### config.mk
export PLATFORM = sky130hd
export DESIGN_NAME = warp_launch_ctrl
export DESIGN_NICKNAME = d
export VERILOG_FILES = /design/src/rtl/warp_launch_ctrl.sv
export SDC_FILE = /design/constraint.sdc
export NUM_CORES = 1
export LEC_CHECK = 0
export CORE_MARGIN = 8
export CORE_UTILIZATION = 25
export CTS_BUF_LIST = sky130_fd_sc_hd__clkbuf_16
export DETAILED_ROUTE_END_ITERATION = 12
export GPL_TIMING_DRIVEN = 1
export PLACE_DENSITY = 0.58
export SLEW_MARGIN = 20
export SYNTH_ARGS = -nofsm -noshare
export SYNTH_HDL_FRONTEND = slang
export SYNTH_SLANG_ARGS = --single-unit
### constraint.sdc
create_clock -name clk -period 3.26 [get_ports clk]
set_input_delay 0.652 -clock clk [delete_from_list [all_inputs] [get_ports clk]]
set_output_delay 0.652 -clock clk [all_outputs]
set_load 0.01 [all_outputs]
### src/rtl/warp_launch_ctrl.sv
// Warp launch controller: accepts software warps, requests registers from the RAU and
// tracks which of the eight hardware warp slots are occupied.
module warp_launch_ctrl (
  input  logic        clk,
  input  logic        rst,
  input  logic        Launch_Valid,
  input  logic [31:0] Launch_SWWarp,
  input  logic [2:0]  Launch_Nreq,
  output logic        Launch_Ready,
  input  logic [4:0]  RAU_TM_Available,
  input  logic        RAU_TM_Done,
  input  logic        IB_RAU_ExitEN,
  input  logic [2:0]  IB_Exit_WarpID,
  output logic        TM_RAU_AlloEN,
  output logic [2:0]  TM_RAU_HWWarp,
  output logic [31:0] TM_RAU_SWWarp,
  output logic [2:0]  TM_RAU_Nreq,
  output logic [7:0]  Warp_Valid,
  output logic [3:0]  Active_Count,
  output logic        Alloc_Timeout
);

  typedef enum logic [1:0] {StIdle, StCheck, StIssue, StWait} state_e;

  state_e      state_q, state_d;
  logic [31:0] sw_q, sw_d;
  logic [3:0]  need_q, need_d;
  logic [2:0]  hw_q, hw_d;
  logic [7:0]  valid_q, valid_d;
  logic [3:0]  count_q, count_d;
  logic        timeout_q, timeout_d;
  logic [4:0]  wait_cnt_q, wait_cnt_d;

  logic        any_free;
  logic [2:0]  free_slot;
  logic [3:0]  need_in;
  logic        accept;
  logic        alloc_en;
  logic        set_en;

  assign any_free = ~&valid_q;
  assign need_in  = {1'b0, Launch_Nreq} + {3'b000, Launch_Nreq[0]};
  assign accept   = (state_q == StIdle) && any_free && Launch_Valid;
  assign alloc_en = (state_q == StIssue) && !IB_RAU_ExitEN;

  // Offers are only taken in IDLE, so valid_q never hides an in-flight slot:
  // the single outstanding request is the only one that can be missing from it.
  always_comb begin
    free_slot = 3'd0;
    for (int i = 7; i >= 0; i--) begin
      if (!valid_q[i]) free_slot = 3'(i);
    end
  end

  always_comb begin
    state_d    = state_q;
    sw_d       = sw_q;
    need_d     = need_q;
    hw_d       = hw_q;
    timeout_d  = timeout_q;
    wait_cnt_d = wait_cnt_q;
    set_en     = 1'b0;
    case (state_q)
      StIdle: begin
        if (accept) begin
          sw_d    = Launch_SWWarp;
          need_d  = need_in;
          hw_d    = free_slot;
          state_d = StCheck;
        end
      end
      StCheck: begin
        if ({1'b0, need_q} <= RAU_TM_Available) state_d = StIssue;
      end
      StIssue: begin
        if (alloc_en) begin
          wait_cnt_d = 5'd0;
          state_d    = StWait;
        end
      end
      StWait: begin
        wait_cnt_d = wait_cnt_q + 5'd1;
        if (RAU_TM_Done) begin
          set_en  = 1'b1;
          state_d = StIdle;
        end else if (wait_cnt_d == 5'd31) begin
          timeout_d = 1'b1;
          state_d   = StIdle;
        end
      end
      default: state_d = StIdle;
    endcase
  end

  // Set is applied after clear so a completion beats a same-slot exit.
  always_comb begin
    valid_d = valid_q;
    if (IB_RAU_ExitEN) valid_d[IB_Exit_WarpID] = 1'b0;
    if (set_en) valid_d[hw_q] = 1'b1;
    count_d = 4'd0;
    for (int i = 0; i < 8; i++) begin
      count_d = count_d + {3'b000, valid_d[i]};
    end
  end

  always_ff @(posedge clk) begin
    if (!rst) begin
      state_q    <= StIdle;
      sw_q       <= 32'd0;
      need_q     <= 4'd0;
      hw_q       <= 3'd0;
      valid_q    <= 8'd0;
      count_q    <= 4'd0;
      timeout_q  <= 1'b0;
      wait_cnt_q <= 5'd0;
    end else begin
      state_q    <= state_d;
      sw_q       <= sw_d;
      need_q     <= need_d;
      hw_q       <= hw_d;
      valid_q    <= valid_d;
      count_q    <= count_d;
      timeout_q  <= timeout_d;
      wait_cnt_q <= wait_cnt_d;
    end
  end

  assign Launch_Ready  = (state_q == StIdle) && any_free;
  assign TM_RAU_AlloEN = alloc_en;
  assign TM_RAU_HWWarp = hw_q;
  assign TM_RAU_SWWarp = sw_q;
  assign TM_RAU_Nreq   = need_q[2:0];
  assign Warp_Valid    = valid_q;
  assign Active_Count  = count_q;
  assign Alloc_Timeout = timeout_q;

endmodule

==> metrics <==
area grow syn2layout 58.3%; CP top delay family adder cells; layout cells sized above 1 between 10% and 20%; Synth Flop Type dfxtp_1; synthesized instance count between 300 and 400; sequential-to-total area share from yosys stat 43.7%; CTS Sinks between 50 and 60; crit end category flop; TritonCTS clock tree done; peak fanout along the critical path 4; initial antenna violation count 0; HP Class reg -> reg; clock tree buffer depth 2; Die ar. approximately 14000 µm²; final worst setup slack -0.0552 ns; MaxCap Viol Count 0; Routed Antenna Nets 0; CTS clk-pin slew, worst paths ~0.05 ns; CTS Buf Count 9; worst slew pin tran between 0.9 and 1 ns; Starting Density 25.7%; Total GRT Usage 11.5%; clk root buf clkbuf_16; I/O pin total just over 100; fin crit share 102%; Hold Startpoint TM_RAU_SWWarp[8]; H-tree depth 3; Crit Path Category in -> reg; Rel. slew slack between 30% and 40%; Max Clk Rate 0.302 GHz; wire length of the first global-routing pass between 10000 and 15000 µm; fin util a little over 40%; violated checks negative setup slack; power density over cell area between 600 and 700 nW/µm²; CP max stage cell fa_1; Setup crit start kind input port; final WL approximately 8000 µm; RSZ-0062 raised after global routing true; peak supply drop just under 0.0003 V; leakage about 1.6 nW; Setup crit start IB_Exit_WarpID[2]; flops & latches, synth a little under 60; post-synthesis cell type count 37; commonest non-fill, non-tap cell in the layout clkdlybuf4s50_1; Fin. Hold Viols 0; gpl congestion around 0.85; Final Total Pwr approximately 2.6 mW; slowest stage delay, CP 0.57 ns; # setup viols final 2; Slew Viols, Final 0; most frequent CP cell fa_1; clk_lat worst skew ~0.32 ns; most frequent cells in the layout clkdlybuf4s50_1 (94), nand2_1 (84), dfxtp_1 (56); number of nets in the layout approximately 500; Synthesized Nets 390; core outline area 10300 µm²; crit path DAT 3.49 ns; row count 37; hold_buf cts 0; Avg Inst Size Synth 8.17 µm²; Iteration-0 DRC Markers 145; DRT Pass-1 Iters 4; via density per instance between 4 and 5; die width between 100 and 150 µm; Final Skew around 0.0075 ns; chip height around 120 µm; largest net degree at the start of global routing 54; vias in the first global route about 2600; Post-route DRC 0; min Tclk post-route approximately 3.3 ns; Ys Warns 0; CP Buf/Inv Count 3; DR vias ~2600; critical path cell sequence buf_2 > nor2_4 > a31oi_2 > a21oi_2 > fa_1 > fa_1 > fa_1 > inv_1 > ha_2 > inv_2 > fa_2 > nor2_1; R2R Path Start state_q[1]; gr ovfl total 0; asr flop ratio synth 0%; WHS between 0.4 and 0.5 ns; r2r setup slk -0.04 ns; status finished with violations; ANT cells 0; port bufs 99; Post-synth EDFFs 0; synthesized area approximately 2700 µm²; WP data required roughly 3.4 ns; Routed WL per cell ~14 µm; Final TNS setup -0.0794 ns; dpl hpwl around 5700 µm
## kinds of logic (layout without fill, tap and decap cells)
kind of cell               Yosys count  in the layout  share of synthesized area, %
xor gates and xnor gates             4              4                          1.32
DFF                                 58             58                          43.7
muxes                                2              2                         0.754
buffers and inverters               34            151                          7.02
and+or+nand+nor                    143            143                          23.5
adders and majority gates           17             17                          9.14
AOI/OAI and AO/OA                   66             66                          14.4
other                                1              1                         0.141
## Yosys cell counts, types with 2 or more instances
master	n	area, µm²
nand2_1	84	315
dfxtp_1	58	1160
a21oi_1	40	200
nor2_1	26	97.6
inv_1	16	60.1
ha_1	13	163
nand3_1	9	45.0
clkbuf_1	7	26.3
nor2b_1	7	43.8
o21ai_0	7	35.0
a22oi_1	6	45.0
nand4_1	6	37.5
a21oi_2	5	43.8
buf_4	4	30.0
fa_1	4	80.1
a31oi_1	3	18.8
buf_8	3	45.0
xor2_1	3	26.3
and2_1	2	12.5
and2b_2	2	17.5
buf_2	2	10.0
mux2i_1	2	20.0
nand4b_1	2	17.5
## sequential cells by signal, summed over array words and instances (netlist names)
name and flops:
wait_cnt_q 5, TM_RAU_HWWarp 3, Active_Count 4, need_q 3, Warp_Valid 8, TM_RAU_SWWarp 32
Alloc_Timeout 1, state_q 2
## layer usage
| layer | routed length, µm | global-route usage, % | share of wire (%) | vias to the layer above |
|---|---|---|---|---|
| met3 | 568 | 4.11 | 7.1 | 8 |
| met5 | 0 | 0 | 0 | - |
| met4 | 86 | 4.03 | 1.1 | 0 |
| li1 | - | - | - | 1293 |
| met1 | 3680 | 14.0 | 46 | 1176 |
| met2 | 3650 | 18.5 | 46 | 88 |
## worst register-to-register path, stage by stage (launching register included)
cell	delay, ns
dfxtp_2	0.33
ha_4	0.16
and3_4	0.16
a22oi_2	0.23
fa_1	0.46
fa_1	0.57
fa_1	0.41
inv_1	0.07
ha_2	0.18
inv_2	0.04
fa_2	0.50
nor2_1	0.04
## final timing paths
| kind | depth (start not counted) | to |
|---|---|---|
| setup reg to reg | 11 | Active_Count[1] |
| setup / recovery | 12 | Active_Count[1] |
| hold reg to reg | 2 | TM_RAU_SWWarp[8] |
| hold / removal | 2 | TM_RAU_SWWarp[8] |
## power breakdown
part	internal, mW	switching [mW]	total, mW	leakage, nW
Combinational	0.377	0.407	0.784	0.996
Clock	0.661	0.318	0.979	0.162
Sequential	0.815	0.0616	0.876	0.474
## final cells by class
type	count	area (µm²)
flip-flops and latches	58	1160
multi-input cells	233	1380
fillers	1035	6120
inverters	17	63.8
clock buffers	9	225
well taps	136	170
repair buffers	118	1110
clock inverters	7	86.3
## per-stage QoR
step	worst slack [ns]	cell area [µm²]	instances
4_1_cts	-0.105	4190	578
6_report	-0.0552	4200	578
5_1_grt	-0.180	4200	578
3_3_place_gp	-0.719	3850	559
2_1_floorplan	-0.0282	2690	325
3_5_place_dp	-0.811	3850	559
## timing repair
action                                  CTS  global route
pin swaps                                 8             6
endpoints found under the setup margin    4             2
gates resized for setup                  28             5
setup buffers                             3             0
endpoints found under the hold margin     0             0
No activity file was read; power rests on OpenSTA's default activity.
